--- src/rtl/vga_pkg.sv ---
// Shared types and default 640x480@60 raster constants for the VGA scan-out path.
package vga_pkg;

    typedef struct packed {
        logic [3:0] r;
        logic [3:0] g;
        logic [3:0] b;
    } vga_color_t;

    localparam int unsigned CNT_W = 11;

    localparam int unsigned VGA_H_ACTIVE = 640;
    localparam int unsigned VGA_H_FP     = 16;
    localparam int unsigned VGA_H_SYNC   = 96;
    localparam int unsigned VGA_H_BP     = 48;
    localparam int unsigned VGA_V_ACTIVE = 480;
    localparam int unsigned VGA_V_FP     = 10;
    localparam int unsigned VGA_V_SYNC   = 2;
    localparam int unsigned VGA_V_BP     = 33;
    localparam int unsigned VGA_SCALE    = 2;

    // Clamp a scaled raster coordinate to the 8-bit framebuffer address range.
    function automatic logic [7:0] sat8(input logic [CNT_W-1:0] v);
        return (v > CNT_W'(255)) ? 8'hFF : v[7:0];
    endfunction

endpackage

--- src/rtl/vga_delay.sv ---
// Fixed-depth shift register with synchronous clear; DEPTH = 0 degenerates to a wire.
module vga_delay #(
    parameter int unsigned WIDTH = 1,
    parameter int unsigned DEPTH = 1
) (
    input  logic             clk_i,
    input  logic             clr_i,
    input  logic [WIDTH-1:0] d_i,
    output logic [WIDTH-1:0] q_o
);

    if (DEPTH == 0) begin : g_pass
        logic unused_ok;
        assign unused_ok = ^{clk_i, clr_i};
        assign q_o = d_i;
    end else begin : g_pipe
        logic [DEPTH-1:0][WIDTH-1:0] stage_q;

        always_ff @(posedge clk_i) begin
            if (clr_i) begin
                stage_q <= '0;
            end else begin
                stage_q[0] <= d_i;
                for (int unsigned i = 1; i < DEPTH; i++) begin
                    stage_q[i] <= stage_q[i-1];
                end
            end
        end

        assign q_o = stage_q[DEPTH-1];
    end

endmodule

--- src/rtl/vga_scanout.sv ---
// Raster timing generator and framebuffer read side; syncs are delayed to match
// the frame-store read latency so colour and sync reach the pins together.
module vga_scanout
    import vga_pkg::*;
#(
    parameter int unsigned H_ACTIVE = VGA_H_ACTIVE,
    parameter int unsigned H_FP     = VGA_H_FP,
    parameter int unsigned H_SYNC   = VGA_H_SYNC,
    parameter int unsigned H_BP     = VGA_H_BP,
    parameter int unsigned V_ACTIVE = VGA_V_ACTIVE,
    parameter int unsigned V_FP     = VGA_V_FP,
    parameter int unsigned V_SYNC   = VGA_V_SYNC,
    parameter int unsigned V_BP     = VGA_V_BP,
    parameter int unsigned SCALE    = VGA_SCALE,
    parameter int unsigned READ_LAT = 1,
    parameter logic        SYNC_POL = 1'b0
) (
    input  logic       i_vga_clk,
    input  logic       i_rst,
    input  logic       i_enable,
    input  vga_color_t i_color,
    output logic [7:0] o_pxlX,
    output logic [7:0] o_pxlY,
    output vga_color_t o_color,
    output logic       o_hsync,
    output logic       o_vsync,
    output logic       o_active,
    output logic       o_frame_start
);

    localparam int unsigned H_TOTAL = H_ACTIVE + H_FP + H_SYNC + H_BP;
    localparam int unsigned V_TOTAL = V_ACTIVE + V_FP + V_SYNC + V_BP;

    localparam logic [CNT_W-1:0] H_LAST = CNT_W'(H_TOTAL - 1);
    localparam logic [CNT_W-1:0] V_LAST = CNT_W'(V_TOTAL - 1);
    localparam logic [CNT_W-1:0] H_ACT  = CNT_W'(H_ACTIVE);
    localparam logic [CNT_W-1:0] V_ACT  = CNT_W'(V_ACTIVE);
    localparam logic [CNT_W-1:0] HS_BEG = CNT_W'(H_ACTIVE + H_FP);
    localparam logic [CNT_W-1:0] HS_END = CNT_W'(H_ACTIVE + H_FP + H_SYNC);
    localparam logic [CNT_W-1:0] VS_BEG = CNT_W'(V_ACTIVE + V_FP);
    localparam logic [CNT_W-1:0] VS_END = CNT_W'(V_ACTIVE + V_FP + V_SYNC);

    logic [CNT_W-1:0] h_cnt_q, h_cnt_d;
    logic [CNT_W-1:0] v_cnt_q, v_cnt_d;
    logic             act0, hs0, vs0, fs0;
    logic [3:0]       side_dly;
    logic             act_dly, hs_dly, vs_dly, fs_dly;

    vga_color_t color_q;
    logic       active_q, hsync_q, vsync_q, fs_q;

    always_comb begin
        h_cnt_d = h_cnt_q + CNT_W'(1);
        v_cnt_d = v_cnt_q;
        if (!i_enable) begin
            h_cnt_d = '0;
            v_cnt_d = '0;
        end else if (h_cnt_q == H_LAST) begin
            h_cnt_d = '0;
            v_cnt_d = (v_cnt_q == V_LAST) ? '0 : v_cnt_q + CNT_W'(1);
        end
    end

    always_ff @(posedge i_vga_clk) begin
        if (i_rst) begin
            h_cnt_q <= '0;
            v_cnt_q <= '0;
        end else begin
            h_cnt_q <= h_cnt_d;
            v_cnt_q <= v_cnt_d;
        end
    end

    always_comb begin
        act0 = i_enable && (h_cnt_q < H_ACT) && (v_cnt_q < V_ACT);
        hs0  = i_enable && (h_cnt_q >= HS_BEG) && (h_cnt_q < HS_END);
        vs0  = i_enable && (v_cnt_q >= VS_BEG) && (v_cnt_q < VS_END);
        fs0  = i_enable && (h_cnt_q == '0) && (v_cnt_q == '0);
    end

    // Read addresses are combinational so the frame store sees them in the counter cycle.
    assign o_pxlX = act0 ? sat8(h_cnt_q >> SCALE) : '0;
    assign o_pxlY = act0 ? sat8(v_cnt_q >> SCALE) : '0;

    vga_delay #(
        .WIDTH (4),
        .DEPTH (READ_LAT)
    ) u_side_dly (
        .clk_i (i_vga_clk),
        .clr_i (i_rst),
        .d_i   ({act0, hs0, vs0, fs0}),
        .q_o   (side_dly)
    );

    assign {act_dly, hs_dly, vs_dly, fs_dly} = side_dly;

    always_ff @(posedge i_vga_clk) begin
        if (i_rst) begin
            color_q  <= '0;
            active_q <= 1'b0;
            hsync_q  <= ~SYNC_POL;
            vsync_q  <= ~SYNC_POL;
            fs_q     <= 1'b0;
        end else begin
            color_q  <= act_dly ? i_color : '0;
            active_q <= act_dly;
            hsync_q  <= hs_dly ? SYNC_POL : ~SYNC_POL;
            vsync_q  <= vs_dly ? SYNC_POL : ~SYNC_POL;
            fs_q     <= fs_dly;
        end
    end

    assign o_color       = color_q;
    assign o_active      = active_q;
    assign o_hsync       = hsync_q;
    assign o_vsync       = vsync_q;
    assign o_frame_start = fs_q;

endmodule

--- config.mk ---
export PLATFORM = sky130hd
export DESIGN_NAME = vga_scanout
export DESIGN_NICKNAME = d
export VERILOG_FILES = /design/src/rtl/vga_pkg.sv /design/src/rtl/vga_delay.sv /design/src/rtl/vga_scanout.sv
export SDC_FILE = /design/constraint.sdc
export NUM_CORES = 1
export LEC_CHECK = 0
export ABC_AREA = 1
export BUFFER_PORTS_ARGS = -buffer_cell sky130_fd_sc_hd__buf_2
export CAP_MARGIN = 40
export CORE_UTILIZATION = 50
export DETAILED_ROUTE_END_ITERATION = 8
export GPL_ROUTABILITY_DRIVEN = 0
export HOLD_SLACK_MARGIN = 0.02
export PLACE_DENSITY = 0.75
export SKIP_LAST_GASP = 1
export SYNTH_ARGS = -nofsm -noshare
export SYNTH_HDL_FRONTEND = slang
export SYNTH_SLANG_ARGS = --single-unit
--- constraint.sdc ---
create_clock -name i_vga_clk -period 2.8 [get_ports i_vga_clk]
set_input_delay 0.7 -clock i_vga_clk [delete_from_list [all_inputs] [get_ports i_vga_clk]]
set_output_delay 0.7 -clock i_vga_clk [all_outputs]
set_load 0.02 [all_outputs]
==> results.toml <==
[status]
outcome = "completed"

[worst_setup_path]
reg2reg_from = "h_cnt_q[0]$_SDFF_PP0_"
cp-start-kind = "flip-flop"
required_ns = 2.10
max_stage_delay_ns = 0.39
crit_chain = "inv_2, nand2_1, nor3_2, o211ai_2, a21oi_1, buf_2"
path_class = "reg -> out"
arrival_ns = 1.83
cpMaxStageDelayCell = "dfxtp_1"
reg2reg_to = "v_cnt_q[1]$_SDFFE_PP0N_"
crit_fanout = 16
r2r_cells = 8
r2r_setup_slack_ns = 0.83
end_kind = "output pin"

[cells_and_area]
final_common_cell = "nand2_1"
areaGrowthSynthToFinish_pct = 15.5
final_nets = 348
drive_above_1_share_pct = 26.7
multi_input_area_um2 = 988
fin_util_pct = 62.7
final_cell_mix = "53 x nand2_1, 51 x nor2_1, 45 x buf_2"
antennaDiodeCount = 0
fillers = 354
register_area_um2 = 841

[sta]
hold_viol = 0
fin_skew_ns = 0.00438
fin_crit_ns = 2.53
fin_crit_sh_pct = 90.5
fin_setup_tns_ns = 0
tightest_slew_ns = 0.727
slew-limit-headroom_pct = 51.4
setup_violations = 0
rsz0062_at_grt = "no"
max_freq_mhz = 395
slew_viol_final = 0

[detailed_routing]
dr.pass1.iters = 4
ant_nets = 0
post_drt_wl_per_cell_um = 11.2
vias = 1850
first_iter_violations = 72
drc = 0
viasPerCell = 4.89
wirelength_mm = 4.23

[floorplan]
coreArea_mm2 = 0.00380
die_area_mm2 = 0.00439
io_pins = 47
start_util_pct = 54.3
die-height_um = 66.3
dieWidth_um = 66.3
rows = 22

[power]
pwr-share-seq_pct = 57.8
netSwitchingFraction_pct = 23.9
internal-power_w = 0.000802
combPwrFrac_pct = 5.7
peakVddDrop_mv = 0.273
p_leak_nw = 1.14
p_clk_share_pct = 36.5
power.density_mw_per_mm2 = 442
p_sw_w = 0.000252

[clocking]
clk_path_buf_depth = 2
cts_root_buf = "clkbuf_8"
cts.sinks = 42
hold_buffers = 0
h-tree-depth = 2
cts_tree = "done"
cts.clk_slew.worst_paths_ns = 0.08
clock_latency_ns = 0.30
post_cts_resized = 0
postCtsSetupBuffers = 0
cts-buffers-inserted = 5

[min_path]
hp-class = "reg -> reg"
hp-start = "u_side_dly.q_o[1]$_SDFF_PP0_"
hold-path-endpoint = "o_vsync$_SDFF_PP1_"
whs_path_depth = 1

[synthesis]
synth_top_cell_area_share_pct = 40.7
ys_types = 30
syn_nets = 302
syn_avg_cell_area_um2 = 7.29
yosys-top-cells-area = "dfxtp_1 41%, nand2_1 9.6%, nor2_1 9.3%"
seq_area_frac_synth_pct = 40.7
ys_ff_latch = 42
netlist_instances = 283
mappedNetlistArea_mm2 = 0.00206
ys.warnings.count = 0
synth_top_area_cell = "dfxtp_1"

[place]
port_buffers = 45
dp_hpwl_mm = 3.17

[global_routing]
grt_pass1_wl_mm = 7.20
grt_max_degree = 17
antenna_found_initial = 0
grt_pass1_vias = 1699
grt_usage_pct = 22.1
grt_overflow_total = 0

[run]
max_cap_violations = 0
## area by class of cell
class                   instances  share of cell area [%]
clock buffers                   6                    3.04
clock inverters                 2                   0.577
inverters                      46                    7.35
multi-input cells             188                    41.5
flip-flops and latches         42                    35.3
well taps                      48                    2.52
repair buffers                 46                    9.76
## critical path, delay by kind of cell (launching register included)
kind,cells,cell delay [ns]
simple gates,2,0.27
buf+inv,2,0.33
flops,1,0.39
compound gates,2,0.55
## metal layers
layer / share of wire (%) / track usage (%) / up-vias
li1: - / - / 971
met1: 44 / 25.3 / 810
met2: 47 / 37.8 / 61
met3: 6.7 / 5.86 / 8
met4: 1.9 / 10.4 / 0
met5: 0 / 0 / -
## through the flow
stage | area [um2] | power [W] | worst slack (ns) | instances | hold slack, ns
after CTS | 2380 | 0.00107 | 0.215 | 378 | 0.378
after global routing | 2380 | 0.00110 | 0.0784 | 378 | 0.409
final | 2380 | 0.00105 | 0.265 | 378 | 0.372
after detailed placement | 2300 | 0.000684 | 0.336 | 370 | 0.359
after global placement | 2300 | 0.000682 | 0.373 | 370 | 0.353
after floorplan | 2060 | 0.000663 | 0.537 | 283 | 0.351
## synth_stat cells (all sizes together)
cell type  count
nor2          62
nand2         57
inv           46
dfxtp         42
a21oi         21
nand3         15
nand4         10
nor3          10
buf            6
ha             4
o21ai          3
xor2           2
a211oi         1
clkbuf         1
conb           1
nor4           1
o211ai         1
## power by group through the flow
| stage | combinational (W) | clock [W] | sequential (W) |
|---|---|---|---|
| floorplan | 0.0000328 | 0 | 0.000630 |
| global placement | 0.0000597 | 0 | 0.000623 |
| detailed placement | 0.0000609 | 0 | 0.000623 |
| CTS | 0.0000611 | 0.000401 | 0.000609 |
| global route | 0.0000686 | 0.000425 | 0.000610 |
| finish | 0.0000600 | 0.000385 | 0.000609 |
## worst max path at each step
stage	slack [ns]	to	cells past startpoint	start
2_1_floorplan	0.54	o_pxlY[0]	5	i_enable
3_3_place_gp	0.37	o_pxlY[1]	6	i_enable
3_5_place_dp	0.34	o_pxlY[6]	6	i_enable
4_1_cts	0.22	o_pxlX[3]	6	v_cnt_q[10]$_SDFFE_PP0N_
5_1_grt	0.08	o_pxlY[3]	5	h_cnt_q[10]$_SDFF_PP0_
6_report	0.27	o_pxlY[6]	6	v_cnt_q[10]$_SDFFE_PP0N_
## state kept, by name, indices dropped and copies added (netlist names)
register	count
u_side_dly.q_o	4
o_frame_start	1
v_cnt_q	11
o_hsync	1
h_cnt_q	11
o_active	1
o_vsync	1
o_color	12
## logic make-up (layout without fill, tap and decap cells)
group	after synthesis	after routing	share of synthesized area [%]
and+or+nand+nor	155	155	36.4
buffers and inverters	53	100	11.4
DFF	42	42	40.7
AOI/OAI and AO/OA	26	26	8.06
adders and majority gates	4	4	2.42
xor gates and xnor gates	2	2	0.849
other	1	1	0.182
No activity file was read; power rests on OpenSTA's default activity.
